File: src/rtl/nn_layer_sequencer.sv
`default_nettype none
// ============================================================================
// Module      : nn_layer_sequencer
// Description : Walks a DRAM table of 4-word layer descriptors, writes each
//               descriptor into the nn config registers, pulses start and
//               waits for nn to report the layer complete before moving on.
// Revision    : 1.0 - initial release
// ============================================================================
module nn_layer_sequencer #(
    parameter int ADDR_W = 10,
    parameter int DATA_W = 16
) (
    input  logic              i_clk,
    input  logic              i_rst,
    input  logic              i_go,
    input  logic [ADDR_W-1:0] i_desc_base,
    input  logic [4:0]        i_num_layers,
    output logic              o_rd_en,
    output logic [ADDR_W-1:0] o_rd_addr,
    input  logic [DATA_W-1:0] i_rd_data,
    output logic [DATA_W-1:0] o_cfg,
    output logic [1:0]        o_cfg_addr,
    output logic              o_cfg_wr_en,
    output logic              o_start,
    input  logic              i_nn_done,
    output logic              o_busy,
    output logic              o_done,
    output logic [4:0]        o_layer_idx
);

    typedef enum logic [2:0] {
        S_IDLE  = 3'd0,
        S_LOAD  = 3'd1,
        S_START = 3'd2,
        S_WAIT  = 3'd3,
        S_DONE  = 3'd4
    } state_t;

    // Distance in words between consecutive layer descriptors.
    localparam logic [ADDR_W-1:0] LAYER_STRIDE = {{(ADDR_W-3){1'b0}}, 3'd4};

    state_t            state;
    logic [2:0]        cnt;          // load step within the current descriptor
    logic [ADDR_W-1:0] layer_base;   // word address of the current descriptor
    logic [4:0]        num_layers;   // latched layer count

    logic [2:0]        cnt_inc;
    logic [2:0]        cnt_dec;
    logic [ADDR_W-1:0] next_rd_addr;
    logic [ADDR_W-1:0] next_layer_base;

    // Outputs are registered, so every register is loaded with the value it
    // must show in the cycle after the current one. A read issued at step c
    // returns data at step c+1, which is registered and written at step c+2.
    assign cnt_inc         = cnt + 3'd1;
    assign cnt_dec         = cnt - 3'd1;
    assign next_rd_addr    = layer_base + {{(ADDR_W-3){1'b0}}, cnt_inc};
    assign next_layer_base = layer_base + LAYER_STRIDE;

    // Sequencer state machine with registered strobes and data outputs.
    always_ff @(posedge i_clk or negedge i_rst) begin
        if (!i_rst) begin
            state       <= S_IDLE;
            cnt         <= 3'd0;
            layer_base  <= '0;
            num_layers  <= 5'd0;
            o_rd_en     <= 1'b0;
            o_rd_addr   <= '0;
            o_cfg       <= '0;
            o_cfg_addr  <= 2'd0;
            o_cfg_wr_en <= 1'b0;
            o_start     <= 1'b0;
            o_busy      <= 1'b0;
            o_done      <= 1'b0;
            o_layer_idx <= 5'd0;
        end else begin
            // Strobes and their qualified data fall back to zero by default.
            o_rd_en     <= 1'b0;
            o_rd_addr   <= '0;
            o_cfg       <= '0;
            o_cfg_addr  <= 2'd0;
            o_cfg_wr_en <= 1'b0;
            o_start     <= 1'b0;
            o_done      <= 1'b0;

            case (state)
                S_IDLE: begin
                    if (i_go) begin
                        layer_base  <= i_desc_base;
                        num_layers  <= i_num_layers;
                        o_layer_idx <= 5'd0;
                        cnt         <= 3'd0;
                        if (i_num_layers == 5'd0) begin
                            state  <= S_DONE;
                            o_done <= 1'b1;
                        end else begin
                            state     <= S_LOAD;
                            o_busy    <= 1'b1;
                            o_rd_en   <= 1'b1;
                            o_rd_addr <= i_desc_base;
                        end
                    end
                end

                S_LOAD: begin
                    cnt <= cnt_inc;
                    // Steps 0..3 read; the first read is issued on entry.
                    if (cnt <= 3'd2) begin
                        o_rd_en   <= 1'b1;
                        o_rd_addr <= next_rd_addr;
                    end
                    // Data from the read at step cnt-1 is present now.
                    if ((cnt >= 3'd1) && (cnt <= 3'd4)) begin
                        o_cfg_wr_en <= 1'b1;
                        o_cfg       <= i_rd_data;
                        o_cfg_addr  <= cnt_dec[1:0];
                    end
                    if (cnt == 3'd5) begin
                        state   <= S_START;
                        o_start <= 1'b1;
                    end
                end

                S_START: begin
                    // Any done pulse coinciding with start is ignored here.
                    state <= S_WAIT;
                end

                S_WAIT: begin
                    if (i_nn_done) begin
                        if (o_layer_idx == (num_layers - 5'd1)) begin
                            state  <= S_DONE;
                            o_done <= 1'b1;
                            o_busy <= 1'b0;
                        end else begin
                            state       <= S_LOAD;
                            cnt         <= 3'd0;
                            o_layer_idx <= o_layer_idx + 5'd1;
                            layer_base  <= next_layer_base;
                            o_rd_en     <= 1'b1;
                            o_rd_addr   <= next_layer_base;
                        end
                    end
                end

                S_DONE: begin
                    state <= S_IDLE;
                end

                default: begin
                    state <= S_IDLE;
                end
            endcase
        end
    end

endmodule
`default_nettype wire

File: config.mk
export PLATFORM = sky130hd
export DESIGN_NAME = nn_layer_sequencer
export DESIGN_NICKNAME = d
export VERILOG_FILES = /design/src/rtl/nn_layer_sequencer.sv
export SDC_FILE = /design/constraint.sdc
export NUM_CORES = 1
export LEC_CHECK = 0
export CAP_MARGIN = 20
export CORE_UTILIZATION = 50
export CTS_BUF_LIST = sky130_fd_sc_hd__clkbuf_4 sky130_fd_sc_hd__clkbuf_8
export DETAILED_ROUTE_END_ITERATION = 10
export PLACE_DENSITY = 0.85
export SYNTH_ARGS = -nofsm -noshare
export SYNTH_HDL_FRONTEND = slang
export SYNTH_SLANG_ARGS = --single-unit
File: constraint.sdc
create_clock -name i_clk -period 4.65 [get_ports i_clk]
set_input_delay 1.1625 -clock i_clk [delete_from_list [all_inputs] [get_ports i_clk]]
set_output_delay 1.1625 -clock i_clk [all_outputs]
set_load 0.05 [all_outputs]
Yosys cells after proc, flatten, opt, wreduce, memory -nomap -nowiden
Index checks and enable logic that the tools add are counted.

operators by class
  add/subtract/negate cells = 6
  reductions and logical operators = 10
  mux-type cells = 48
  $lt $le $gt $ge = 3
  equal/unequal tests = 11

operator list
  operator                                          count
  two-way mux 10 bit                                8
  two-way mux 16 bit                                2
  one-hot mux 10 bit (3 select lines)               1
  two-way mux 3 bit                                 8
  one-hot mux 10 bit (2 select lines)               1
  two-way mux 1 bit                                 17
  two-way mux 5 bit                                 3
  inequality test 2 bit, second input constant      6
  one-hot mux 3 bit (4 select lines)                1
  adder 10 x 3 -> 10 bit                            1
  adder 10 x 3 -> 10 bit, second input constant     1
  one-hot mux 5 bit (2 select lines)                1
  one-hot mux 3 bit (3 select lines)                1
  AND reduction 4 bit                               2
  == test 3 x 2 -> 1 bit, second input constant     2
  adder 5 x 1 -> 5 bit, second input constant       1
  == test 5 bit                                     1
  logical NOT 5 bit                                 1
  AND reduction 5 bit                               1
  subtractor 5 x 1 -> 5 bit, second input constant  1
  two-way mux 2 bit                                 2
  one-hot mux 1 bit (2 select lines)                2
  adder 3 x 1 -> 3 bit, second input constant       1
  == test 3 x 1 -> 1 bit, second input constant     1
  12 further kinds                                  12

storage, ports and cells
  register bits after elaboration = 59
  output and inout port bits = 38

Logic depth before layout (Yosys ltp)
  depth after elaboration = 5
  depth in mapped cells = 9

Worst setup path after synthesis
OpenSTA, ideal clock, no wires.

  path kind = input -> register
  start point = input i_go
  end point = register o_rd_addr[0]
  slack = 2,253 ps
  data arrival time = 2,314 ps
  stages = 5
  required time = 4,567 ps
  buffers on the path = 1
  cells stage by stage = or4b_2 > clkbuf_1 > a21oi_2 > a22oi_1 > o21ai_0

between the ends
  longest elaborated chain between the ends = 2

ends and longest elaborated chain
  element                              RTL line  RTL
  from (decl)                          15        input logic i_go,
  two-way mux 10 bit                   88        if (i_go) begin
  one-hot mux 10 bit (3 select lines)  86        case (state)
  to (signal assigned)                 100       o_rd_addr <= i_desc_base;
  to (signal assigned)                 110       o_rd_addr <= next_rd_addr;
  to (signal assigned)                 141       o_rd_addr <= next_layer_base;
  to (decl)                            19        output logic [ADDR_W-1:0] o_rd_addr,

Every way passes these cells.
A chain may end at the register's enable or synchronous reset.

Worst setup path after layout
  start point = input i_go
  end point = register o_rd_addr[1]

The elaborated chain is that of the path after synthesis.

==> impl_metrics.json <==
{
  "outcome": "completed",
  "wl_mm": 7.348,
  "hpwlAfterDp_mm": 4.916,
  "fin_crit_sh_pct": 63.79,
  "drv_slew": 0,
  "design_area_um2": 3971,
  "dpl-instance-area_um2": 3772,
  "slowest_delay_ns": 0.81,
  "slew_headroom_pct": 51.39,
  "crit_arrival_ns": 3.22,
  "path_class": "input port to flip-flop",
  "firstDrtPassIters": 5,
  "clock-root-buffer": "clkbuf_8",
  "layout.nets": 413,
  "startpoint_type": "input port",
  "leakage_nw": 1.744,
  "synthesis.nets": 344,
  "antenna_found_initial": 0,
  "hold_viol": 0,
  "cpMaxStageDelayCell": "or4b_2",
  "grt_usage_pct": 25.29,
  "min_to": "num_layers[4]",
  "synthCells": 298,
  "fmaxAchievable_mhz": 337.1,
  "cp_max_fo": 14,
  "port-buffer-count": 72,
  "worst_r2r_endpoint": "layer_base[7]",
  "r2r_start": "num_layers[0]",
  "place_congestion": 0.8775,
  "cp_top_family": "simple AND/OR/NAND/NOR gates",
  "cap_viol_max_count": 0,
  "cts_tree": "yes",
  "setup_viol": 0,
  "crit_path_end_kind": "flip-flop",
  "worstSkewPairLatency_ns": 0.34,
  "diodes": 0,
  "fin_ws_ns": 1.684,
  "placed_cells": 431,
  "path_clk_slew_ns": 0.06,
  "whs_path_depth": 2,
  "drt-initial-drc-count": 357,
  "postCtsSetupBuffers": 0,
  "final_cell_count_no_fill": 447,
  "die_x_um": 80.37,
  "synth_edf_count": 0,
  "reg2reg_slack_ns": 2.27,
  "min_period_ns": 2.966,
  "ys_types": 59,
  "cts_resized": 0,
  "grt_max_degree": 60,
  "cts_buffers": 9,
  "start_util_pct": 51.86,
  "die_h_um": 80.37,
  "hold_path_class": "flip-flop to flip-flop",
  "synth-async-reset-ratio_pct": 100.0,
  "worst_pin_slew_ns": 0.7291,
  "drive_gt1_share_pct": 8.871,
  "ys.flop_type": "dfrtp_1",
  "grt_pass1_vias": 2572,
  "irDropWorstVdd_uv": 367.9,
  "yosysSeqAreaShare_pct": 48.08,
  "avgViaCountPerCell": 5.792,
  "overflow": 0,
  "min_from": "num_layers[4]",
  "clockBufferDepth": 2,
  "finalSetupTns_ns": 0,
  "post-place-ws_ns": 1.389,
  "synth_warnings": 0,
  "syn_to_final_growth_pct": 29.34,
  "placementRows": 28,
  "drc": 0,
  "clkSinkCount": 59,
  "skew_ns": 0.005510,
  "core_um2": 5921,
  "holdBufCountCts": 0,
  "netlist_area_um2": 3070,
  "htree_num_levels": 3,
  "wl_per_cell_um": 16.44,
  "die_area_um2": 6459,
  "reg2regPathDepth": 8,
  "powerDensity_nw_per_um2": 748.3,
  "synth-seq-cells": 59,
  "critPathRequiredTime_ns": 4.90,
  "ioPinCount": 73,
  "vias": 2589,
  "avgSynthCellArea_um2": 10.30,
  "crit_buf_inv": 1,
  "path_cells": "clkdlybuf4s50_1 -> or4b_2 -> a21oi_2 -> a22oi_1 -> o21ai_0",
  "grt_setup_unrepaired": "false",
  "grt_pass1_wl_mm": 12.14,
  "antenna_left": 0
}
-- power breakdown --
group | internal, mW | total (mW) | switching (mW)
Combinational | 0.610 | 1.60 | 0.994
Clock | 0.263 | 0.457 | 0.194
Sequential | 0.716 | 0.910 | 0.194
-- cells in the mapped netlist (all sizes together), types with 8 or more instances --
cell	count	area share, %
and2	19	3.9
nor3	11	2.0
ha	10	4.1
dfrtp	59	48
clkbuf	8	1.1
o21ai	12	2.0
nand4	8	1.6
nor2	14	1.7
nand2	34	4.2
nand3	12	2.0
inv	11	1.3
a21oi	11	1.9
buf	10	3.3
-- through the flow --
step	utilization, %	hold WS, ns	total power, mW
6_report	67.08	0.4967	2.972
5_1_grt	67.08	0.5144	3.150
4_1_cts	67.08	0.5050	2.974
3_5_place_dp	63.72	0.4909	2.490
3_3_place_gp	63.72	0.4782	2.431
2_1_floorplan	-	0.4628	2.071
-- layer usage --
metal	vias up	part of all wire, %	GRT usage (%)
li1	1205	-	-
met1	1253	40	30.74
met2	112	51	41.10
met3	19	6.2	5.341
met4	0	2.7	15.00
met5	-	0	0
-- logic make-up after synthesis --
group | synth area share, %
and+or+nand+nor | 21.72
muxes | 1.345
adders and majority gates | 4.727
xor gates and xnor gates | 3.423
buffers and inverters | 5.827
AOI/OAI and AO/OA | 14.87
DFF | 48.08
-- worst max-delay path by stage --
| stage | startpoint | endpoint | slack [ns] | depth (start not counted) |
|---|---|---|---|---|
| 2_1_floorplan | i_go | o_rd_addr[0] | 2.25 | 5 |
| 3_3_place_gp | i_go | o_rd_addr[0] | 1.49 | 5 |
| 3_5_place_dp | i_go | o_rd_addr[1] | 1.39 | 5 |
| 4_1_cts | i_go | o_rd_addr[1] | 1.73 | 5 |
| 5_1_grt | i_go | o_rd_addr[1] | 1.63 | 5 |
| 6_report | i_go | o_rd_addr[1] | 1.68 | 5 |
-- placed cells by master, fill, tap and decap left out, drive strengths merged, types with 2 or more instances in the layout --
| master | n |
|---|---|
| nor3 | 11 |
| o311a | 3 |
| nor3b | 3 |
| o22ai | 2 |
| and3 | 4 |
| nand3 | 12 |
| clkdlybuf4s50 | 71 |
| or3 | 3 |
| dfrtp | 59 |
| o311ai | 3 |
| ha | 10 |
| o211ai | 5 |
| inv | 11 |
| nand4 | 8 |
| a311o | 2 |
| or4 | 2 |
| and2 | 19 |
| or4b | 2 |
| clkbuf | 15 |
| buf | 5 |
| a21o | 3 |
| o21a | 3 |
| nor2b | 2 |
| a22oi | 4 |
| nand2 | 34 |
| a221o | 5 |
| and2b | 2 |
| xnor2 | 6 |
| mux2i | 3 |
| a21oi | 11 |
| nor2 | 14 |
| xor2 | 6 |
| o21ai | 12 |
| a31oi | 2 |
-- flip-flops by register name (all words and copies together), names as in the netlist, 2 cells and up --
name,flops
o_cfg_addr,2
num_layers,5
state,3
o_rd_addr,10
layer_base,10
o_cfg,16
cnt,3
o_layer_idx,5
-- layout make-up --
class / instances / area, µm²
Tap cell: 75 / 93.84
Fill cell: 452 / 1949
Clock buffer: 15 / 193.9
Inverter: 11 / 41.29
Clock inverter: 1 / 5.005
Timing Repair Buffer: 76 / 745.7
Multi-Input combinational cell: 210 / 1415
Sequential cell: 59 / 1476
-- worst min-delay path: stages, from the launching register on --
cell	delay (ns)
dfrtp_1	0.35
nand2_1	0.05
nand2_1	0.06
(Power assumes the default switching activity.)
